## src/rtl/scn_pkg.sv

```systemverilog
// Shared constants and helpers for the scanline tile-layer shifter.
// Rows are carried zero-extended to MAX_PEN_W bits per pen so one flip function serves any width.
package scn_pkg;

   localparam int unsigned TRANSPARENT_PEN = 0;
   localparam int unsigned TILE_DOTS       = 8;
   localparam int unsigned WINDOW_DOTS     = 16;
   localparam int unsigned MAX_PEN_W       = 16;

   typedef logic [TILE_DOTS*MAX_PEN_W-1:0] row_t;

   // Mirror a tile row; pen_w is the real pen width packed in the low bits.
   function automatic row_t flip_row(input row_t row, input int unsigned pen_w);
      row_t r;
      r = '0;
      for (int i = 0; i < TILE_DOTS; i++) begin
         for (int b = 0; b < MAX_PEN_W; b++) begin
            if (b < pen_w) begin
               r[(TILE_DOTS - 1 - i) * pen_w + b] = row[i * pen_w + b];
            end
         end
      end
      return r;
   endfunction

endpackage

```

## src/rtl/scn_dot_shifter.sv

```systemverilog
// One tile layer: single-entry staging buffer, 16-dot shift window and sticky underrun flag.
// The candidate dot is the pre-edge window entry selected by the fine-scroll tap.
module scn_dot_shifter
   import scn_pkg::*;
#(
   parameter int unsigned PIXEL_WIDTH   = 4,
   parameter int unsigned PALETTE_WIDTH = 8,
   localparam int unsigned DOT_WIDTH    = PALETTE_WIDTH + PIXEL_WIDTH,
   localparam int unsigned GFX_WIDTH    = TILE_DOTS * PIXEL_WIDTH
) (
   input  logic                     clk,
   input  logic                     reset,
   input  logic                     ce_pixel,
   input  logic                     load,
   input  logic                     in_valid,
   output logic                     in_ready,
   input  logic [GFX_WIDTH-1:0]     in_gfx,
   input  logic [PALETTE_WIDTH-1:0] in_palette,
   input  logic                     in_flipx,
   input  logic [2:0]               tap,
   output logic [DOT_WIDTH-1:0]     cand,
   output logic                     underrun
);

   logic [GFX_WIDTH-1:0]     gfx_q;
   logic [PALETTE_WIDTH-1:0] pal_q;
   logic                     flip_q;
   logic                     full_q, full_d;
   logic                     underrun_q, underrun_d;
   logic [DOT_WIDTH-1:0]     win_q [WINDOW_DOTS];
   logic [DOT_WIDTH-1:0]     win_d [WINDOW_DOTS];
   logic [GFX_WIDTH-1:0]     row;
   row_t                     row_wide;
   logic                     do_load;
   logic                     capture;

   assign do_load  = ce_pixel & load;
   assign capture  = in_valid & ~full_q;
   assign in_ready = ~full_q;
   assign underrun = underrun_q;
   assign cand     = win_q[{1'b0, tap}];

   always_comb begin
      row_wide = flip_q ? flip_row(row_t'(gfx_q), PIXEL_WIDTH) : row_t'(gfx_q);
      row      = row_wide[GFX_WIDTH-1:0];
   end

   // A load consumes the pre-edge buffer; a same-edge capture refills it afterwards.
   always_comb begin
      full_d     = full_q;
      underrun_d = underrun_q;
      if (do_load) begin
         full_d = 1'b0;
         if (!full_q) begin
            underrun_d = 1'b1;
         end
      end
      if (capture) begin
         full_d = 1'b1;
      end
   end

   always_comb begin
      for (int k = 0; k < WINDOW_DOTS; k++) begin
         win_d[k] = win_q[k];
      end
      if (ce_pixel) begin
         for (int k = 0; k < WINDOW_DOTS - 1; k++) begin
            win_d[k] = win_q[k+1];
         end
         win_d[WINDOW_DOTS-1] = '0;
         if (load) begin
            for (int i = 0; i < TILE_DOTS; i++) begin
               win_d[TILE_DOTS+i] = full_q ? {pal_q, row[i*PIXEL_WIDTH +: PIXEL_WIDTH]} : '0;
            end
         end
      end
   end

   always_ff @(posedge clk) begin
      if (reset) begin
         gfx_q      <= '0;
         pal_q      <= '0;
         flip_q     <= 1'b0;
         full_q     <= 1'b0;
         underrun_q <= 1'b0;
         for (int k = 0; k < WINDOW_DOTS; k++) begin
            win_q[k] <= '0;
         end
      end else begin
         full_q     <= full_d;
         underrun_q <= underrun_d;
         for (int k = 0; k < WINDOW_DOTS; k++) begin
            win_q[k] <= win_d[k];
         end
         if (capture) begin
            gfx_q  <= in_gfx;
            pal_q  <= in_palette;
            flip_q <= in_flipx;
         end
      end
   end

endmodule

```

## src/rtl/scn_layer_shifter.sv

```systemverilog
// Multi-layer tile shifter with priority mixer; the mixed dot is registered on ce_pixel.
// Layer 0 is on top unless prio_swap lifts layer 1 above it.
module scn_layer_shifter
   import scn_pkg::*;
#(
   parameter int unsigned NUM_LAYERS    = 3,
   parameter int unsigned PIXEL_WIDTH   = 4,
   parameter int unsigned PALETTE_WIDTH = 8,
   localparam int unsigned DOT_WIDTH    = PALETTE_WIDTH + PIXEL_WIDTH,
   localparam int unsigned GFX_WIDTH    = TILE_DOTS * PIXEL_WIDTH
) (
   input  logic                                clk,
   input  logic                                reset,
   input  logic                                ce_pixel,
   input  logic                                load,
   input  logic [NUM_LAYERS-1:0]               in_valid,
   output logic [NUM_LAYERS-1:0]               in_ready,
   input  logic [NUM_LAYERS*GFX_WIDTH-1:0]     in_gfx,
   input  logic [NUM_LAYERS*PALETTE_WIDTH-1:0] in_palette,
   input  logic [NUM_LAYERS-1:0]               in_flipx,
   input  logic [NUM_LAYERS*3-1:0]             tap,
   input  logic [NUM_LAYERS-1:0]               layer_en,
   input  logic                                prio_swap,
   output logic [DOT_WIDTH-1:0]                dot_out,
   output logic [1:0]                          dot_layer,
   output logic                                dot_opaque,
   output logic [NUM_LAYERS-1:0]               underrun
);

   logic [NUM_LAYERS*DOT_WIDTH-1:0] cand;
   logic [DOT_WIDTH-1:0]            dot_q, dot_d;
   logic [1:0]                      layer_q, layer_d;
   logic                            opaque_q, opaque_d;

   for (genvar l = 0; l < NUM_LAYERS; l++) begin : g_layer
      scn_dot_shifter #(
         .PIXEL_WIDTH   (PIXEL_WIDTH),
         .PALETTE_WIDTH (PALETTE_WIDTH)
      ) u_shifter (
         .clk        (clk),
         .reset      (reset),
         .ce_pixel   (ce_pixel),
         .load       (load),
         .in_valid   (in_valid[l]),
         .in_ready   (in_ready[l]),
         .in_gfx     (in_gfx[l*GFX_WIDTH +: GFX_WIDTH]),
         .in_palette (in_palette[l*PALETTE_WIDTH +: PALETTE_WIDTH]),
         .in_flipx   (in_flipx[l]),
         .tap        (tap[l*3 +: 3]),
         .cand       (cand[l*DOT_WIDTH +: DOT_WIDTH]),
         .underrun   (underrun[l])
      );
   end

   // Walk from lowest to highest priority so the last qualifying layer wins.
   always_comb begin
      int                   idx;
      logic [DOT_WIDTH-1:0] c;
      idx      = 0;
      c        = '0;
      dot_d    = '0;
      layer_d  = '0;
      opaque_d = 1'b0;
      for (int p = int'(NUM_LAYERS) - 1; p >= 0; p--) begin
         idx = p;
         if (prio_swap && NUM_LAYERS > 1 && p < 2) begin
            idx = 1 - p;
         end
         c = cand[idx*DOT_WIDTH +: DOT_WIDTH];
         if (layer_en[idx] && c[PIXEL_WIDTH-1:0] != PIXEL_WIDTH'(TRANSPARENT_PEN)) begin
            dot_d    = c;
            layer_d  = 2'(idx);
            opaque_d = 1'b1;
         end
      end
   end

   always_ff @(posedge clk) begin
      if (reset) begin
         dot_q    <= '0;
         layer_q  <= '0;
         opaque_q <= 1'b0;
      end else if (ce_pixel) begin
         dot_q    <= dot_d;
         layer_q  <= layer_d;
         opaque_q <= opaque_d;
      end
   end

   assign dot_out    = dot_q;
   assign dot_layer  = layer_q;
   assign dot_opaque = opaque_q;

endmodule
```

## config.mk

```make
export PLATFORM = sky130hd
export DESIGN_NAME = scn_layer_shifter
export DESIGN_NICKNAME = d
export VERILOG_FILES = /design/src/rtl/scn_pkg.sv /design/src/rtl/scn_dot_shifter.sv /design/src/rtl/scn_layer_shifter.sv
export SDC_FILE = /design/constraint.sdc
export NUM_CORES = 1
export LEC_CHECK = 0
export ABC_AREA = 1
export ABC_CLOCK_PERIOD_IN_PS = 3400
export CORE_ASPECT_RATIO = 0.5
export CORE_MARGIN = 4
export CORE_UTILIZATION = 45
export CTS_CLUSTER_DIAMETER = 40
export CTS_CLUSTER_SIZE = 40
export DETAILED_ROUTE_END_ITERATION = 10
export SYNTH_ARGS = -nofsm -noshare
export SYNTH_HDL_FRONTEND = slang
export SYNTH_SLANG_ARGS = --single-unit
```

## constraint.sdc

```tcl
create_clock -name clk -period 3.4 [get_ports clk]
set_input_delay 0.68 -clock clk [delete_from_list [all_inputs] [get_ports clk]]
set_output_delay 0.68 -clock clk [all_outputs]
set_load 0.1 [all_outputs]
```

Word level (Yosys, flattened, before mapping)
Memory sizes are Yosys's and may differ from the RTL's.
Cells that the tools add are included.
- $mul: 2
- order comparisons: 2
- eq/ne operators: 1
- shifts and indexed selects: 2
- muxes and demuxes: 105
- bitwise gates (word level): 55
- reduce and logical (&&, ||, !) cells: 13
- operator list (cell ; number):
    $mux 12 ; 75
    $mux 192 ; 3
    $mux 96 ; 3
    $mux 32 ; 3
    $shiftx 36x33->12 ; 2
    $lt 32x4->1 const B ; 2
    $mul 32x2->30 const B ; 2
    $or 1x1->1 ; 48
    $mux 1 ; 16
    $reduce_bool 4->1 ; 3
    $reduce_and 2->1 ; 4
    $mux 2 ; 3
    $reduce_bool 2->1 ; 3
    $and 1x1->1 ; 4
    $bmux 1 s2 ; 2
    $logic_and 1x1->1 ; 3
    $not 1->1 ; 3
    $ne 1x1->1 const B ; 1
- bits in registers: 144
- RAM bits: 576
- bits of input ports: 143
- word-level logic and storage cells: 201
- memories kept: 3
- memory list (memory ; words ; width ; rd ports ; clocked after memory_dff ; wr ports ; RTL line ; text):
    g_layer[0].u_shifter.win_q ; 16 ; 12 ; 16 ; 0 ; 16 ; scn_dot_shifter.sv:30 ; logic [DOT_WIDTH-1:0] win_q [WINDOW_DOTS];
    g_layer[1].u_shifter.win_q ; 16 ; 12 ; 16 ; 0 ; 16 ; scn_dot_shifter.sv:30 ;
    g_layer[2].u_shifter.win_q ; 16 ; 12 ; 16 ; 0 ; 16 ; scn_dot_shifter.sv:30 ;

Logic depth before layout (Yosys ltp)
- depth after elaboration: 7
- gate-level depth with buffers: 17

Hierarchy
A second synthesis with hierarchy kept.
- cell total of the unflattened synthesis: 4187
- area total of the unflattened synthesis: 30302.8 sq um
- modules (own cells, without submodules) (module ; instances ; cells an instance ; area each (sq um) ; seq. area each (sq um)):
    scn_dot_shifter ; 3 ; 1308 ; 9615.5 ; 4824.6
    scn_layer_shifter ; 1 ; 263 ; 1456.4 ; 300.3

Worst setup path after synthesis
OpenSTA, ideal clock, no wires.
- path type: input to register
- start: input reset
- end: memory g_layer[0].u_shifter.win_q[0][0] in the netlist's numbering (enable)
- library setup time: 0.415 ns
- arrival: 2.477 ns
- required time: 2.985 ns
- setup slack: 0.508 ns
- cell stages on the path: 5
- cells stage by stage: buf_2 nor2_1 inv_1 clkbuf_1 clkbuf_1
- RTL lines (element ; RTL line ; text):
    start: declaration ; scn_layer_shifter.sv:13 ; input logic reset,
    end: declaration ; scn_dot_shifter.sv:30 ;

Worst setup path in the final report
- start: input tap[4]
- end: register dot_q[11], in the netlist dot_out[11]
- longest elaborated chain between the ends: 6
- elaborated cells between the ends (all ways): 9
- ends and longest elaborated chain (element ; RTL line ; text):
    start: declaration ; scn_layer_shifter.sv:21 ; input logic [NUM_LAYERS*3-1:0] tap,
    $mem_v2 16x12 (*) ; -- ;
    $shiftx 36x33->12 ; scn_layer_shifter.sv:69 ; c = cand[idx*DOT_WIDTH +: DOT_WIDTH];
    $reduce_bool 4->1 ; scn_layer_shifter.sv:70 ; if (layer_en[idx] && c[PIXEL_WIDTH-1:0] != PIXEL_WIDTH'(TRANSPARENT_PEN)) begin
    $logic_and 1x1->1 ; scn_layer_shifter.sv:70 ;
    $mux 12 ; scn_layer_shifter.sv:70 ;
    $mux 12 (*) ; scn_layer_shifter.sv:70 ;
    end signal: assignment ; scn_layer_shifter.sv:84 ; dot_q <= dot_d;
    end: declaration ; scn_layer_shifter.sv:31 ; logic [DOT_WIDTH-1:0] dot_q, dot_d;
Mark *: on every way between the ends. The rest lies on a longest branch, timed or not.
A chain may end at the register's enable or synchronous reset.

==> impl_metrics.json <==
{
  "tns_ns": 0,
  "period_share_pct": 72.7,
  "sw_frac_of_total_pct": 27.8,
  "yosysUniqueCellTypes": 37,
  "coreArea_um2": 63200,
  "rsz0062_at_grt": "no",
  "grt_pass1_vias": 21600,
  "clkTransAtPathRegs_ns": 0.09,
  "synthCells": 3621,
  "slew_headroom_pct": 31.4,
  "most-common-layout-cells": "dfxtp_1, nand2_1, inv_1",
  "grt_max_degree": 184,
  "cp-startpoint": "tap[4]",
  "grt_usage_pct": 19.6,
  "wirelength_um": 69800,
  "drc_errors": 0,
  "max_slew.worst_pin.slew_ns": 1.03,
  "clockBufferDepth": 3,
  "clock_latency_ns": 0.63,
  "synth_fp_nets": 3764,
  "cts_root_buf": "clkbuf_16",
  "die_area_um2": 68300,
  "end_kind": "flip-flop",
  "dp_hpwl_um": 44700,
  "ios": 164,
  "start_util_pct": 45.6,
  "htreeDepth": 2,
  "final_common_cell": "dfxtp_1",
  "crit_fanout": 17,
  "post_cts_buffers": 0,
  "ys_warn_count": 0,
  "io_buffers": 163,
  "routedWlPerCell_um": 15.5,
  "crit_type": "in -> reg",
  "ctsHoldBuffers": 0,
  "cp.required_ns": 3.98,
  "cts_num_sinks": 720,
  "ir_drop_mv": 0.461,
  "cp-start-kind": "input port",
  "min_period_ns": 2.47,
  "grt_pass1_wl_um": 114000,
  "r2r-start": "g_layer[1].u_shifter.win_q[7][0]$_SDFFE_PP0P_",
  "p_sw_uw": 4890,
  "viasPerCell": 5.28,
  "min_from": "g_layer[2].u_shifter.win_q[15][8]$_SDFFE_PP0P_",
  "skew_ns": 0.0222,
  "p_seq_share_pct": 50.0,
  "drive_gt1_share_pct": 7.11,
  "max-cap-violations": 0,
  "p_per_area_nw_per_um2": 538,
  "dr_total_vias": 23700,
  "synth.cell_area_um2": 28800,
  "ys_seq_area_share_pct": 51.3,
  "rows": 65,
  "p_int_uw": 12700,
  "die_w_um": 366,
  "antenna_found_initial": 4,
  "hold_slack_ns": 0.453,
  "place.gp.congestion": 0.841,
  "worstPathArrival_ns": 3.05,
  "gr-total-overflow": 0,
  "die_height_um": 187,
  "finalSetupViolCount": 0,
  "hold_violations": 0,
  "share_comb_of_total_power_pct": 10.1,
  "final_nets": 3754,
  "layout_setup_ws_ns": 0.928,
  "hp-class": "reg -> reg",
  "leakagePower_uw": 0.0129,
  "place_ws_ns": 0.301,
  "synth-seq-cells": 720,
  "cts_buffers": 54,
  "area_delta_synth_final_pct": 13.8,
  "ant_nets": 0,
  "cts.repair.resized": 0,
  "status": "completed",
  "p_clk_share_pct": 39.9,
  "firstDrtPassIters": 5,
  "avgSynthCellArea_um2": 7.95,
  "slew_violations": 0,
  "fmax_ghz": 0.405,
  "cts_tree": "yes",
  "drt_iter0_drc": 1847
}
per-stage QoR:
step | std cells | utilization [%] | total power, uW | instance area, um2
after global routing | 4498 | 51.8 | 18400 | 32800
after floorplan | 3621 | - | 10200 | 28800
final | 4500 | 51.8 | 17600 | 32800
after detailed placement | 4392 | 48.7 | 10800 | 30800
after CTS | 4494 | 51.8 | 17800 | 32700
after global placement | 4392 | 48.7 | 10800 | 30800
cell families (layout without fill, tap and decap cells):
kind of cell	after synthesis	count (layout)	share of synthesized area (%)
other cells	0	6	0
compound gates	1038	1038	21.2
simple gates	1153	1153	17.3
mux	7	7	0.243
buf+inv	703	739	9.93
flops	720	720	51.3
power groups by stage:
| stage | registers (uW) | clock network [uW] | logic (uW) |
|---|---|---|---|
| after detailed placement | 9000 | 0 | 1770 |
| after global placement | 9000 | 0 | 1760 |
| after global routing | 8830 | 7600 | 1970 |
| after floorplan | 9090 | 0 | 1150 |
| final | 8800 | 7030 | 1770 |
| after CTS | 8810 | 7230 | 1780 |
sequential cells by signal (all words and copies together) (netlist names):
| register | cells |
|---|---|
| dot_opaque | 1 |
| g_layer.u_shifter.full_q | 3 |
| g_layer.u_shifter.win_q | 576 |
| dot_layer | 2 |
| g_layer.u_shifter.pal_q | 24 |
| g_layer.u_shifter.flip_q | 3 |
| g_layer.u_shifter.underrun | 3 |
| g_layer.u_shifter.gfx_q | 96 |
| dot_out | 12 |
final timing paths:
| check | end | cells after the start | slack, ns |
|---|---|---|---|
| setup / recovery | dot_out[11]$_SDFFE_PP0P_ | 15 | 0.93 |
| hold / removal | g_layer[2].u_shifter.win_q[15][8]$_SDFFE_PP0P_ | 2 | 0.45 |
| setup reg to reg | dot_out[11]$_SDFFE_PP0P_ | 15 | 1.34 |
| hold reg to reg | g_layer[2].u_shifter.win_q[15][8]$_SDFFE_PP0P_ | 2 | 0.45 |
critical path: stages:
cell and delay, ns:
clkdlybuf4s50_1 0.84, inv_2 0.20, nand3_1 0.13, nand2_1 0.08
nand2_2 0.08, nand2_2 0.06, nand2_1 0.05, nand2_1 0.07
nor2_2 0.16, nand2_4 0.18, nand2_8 0.20, nand2_1 0.07
nor2_1 0.13, nor2_1 0.05, nand2_1 0.05
layer usage:
layer	vias to the layer above	track usage [%]	routed length [um]
li1	12200	-	-
met1	11000	29.7	35500
met2	462	29.5	30100
met3	81	2.85	2980
met4	0	4.56	1260
met5	-	0	0
cells in the mapped netlist:
library cell | count | area share (%)
a21oi_1 | 259 | 4.5
a22o_1 | 1 | 0.030
a22oi_1 | 75 | 2.0
a31oi_1 | 7 | 0.15
a32oi_1 | 59 | 1.8
and2_1 | 1 | 0.022
buf_1 | 7 | 0.091
buf_12 | 3 | 0.21
buf_2 | 26 | 0.45
buf_4 | 15 | 0.39
buf_6 | 11 | 0.43
clkbuf_1 | 222 | 2.9
clkinv_1 | 2 | 0.026
dfxtp_1 | 684 | 48
edfxtp_1 | 36 | 3.8
inv_1 | 403 | 5.3
inv_2 | 14 | 0.18
mux2i_1 | 7 | 0.24
nand2_1 | 625 | 8.1
nand2_2 | 25 | 0.54
nand2_4 | 3 | 0.12
nand2_8 | 1 | 0.070
nand3_1 | 282 | 4.9
nand3_2 | 23 | 0.80
nand3b_1 | 2 | 0.052
nand3b_2 | 2 | 0.078
nor2_1 | 173 | 2.3
nor2_2 | 6 | 0.13
nor2_4 | 2 | 0.078
nor3_1 | 8 | 0.14
o211ai_1 | 51 | 1.3
o21a_1 | 7 | 0.18
o21ai_0 | 303 | 5.3
o21ai_1 | 10 | 0.17
o21ai_2 | 1 | 0.030
o22ai_1 | 264 | 5.7
o32ai_1 | 1 | 0.030
layout make-up:
type / instances / area, um2
clock inverter: 44 / 611
antenna: 6 / 15.0
fill: 5989 / 30400
timing repair buffer: 218 / 2170
clock buffer: 58 / 1380
multi-input combinational: 2198 / 11200
sequential: 720 / 14800
tap: 837 / 1050
inverter: 419 / 1590
Note: power is estimated with default switching activity, not from simulation.
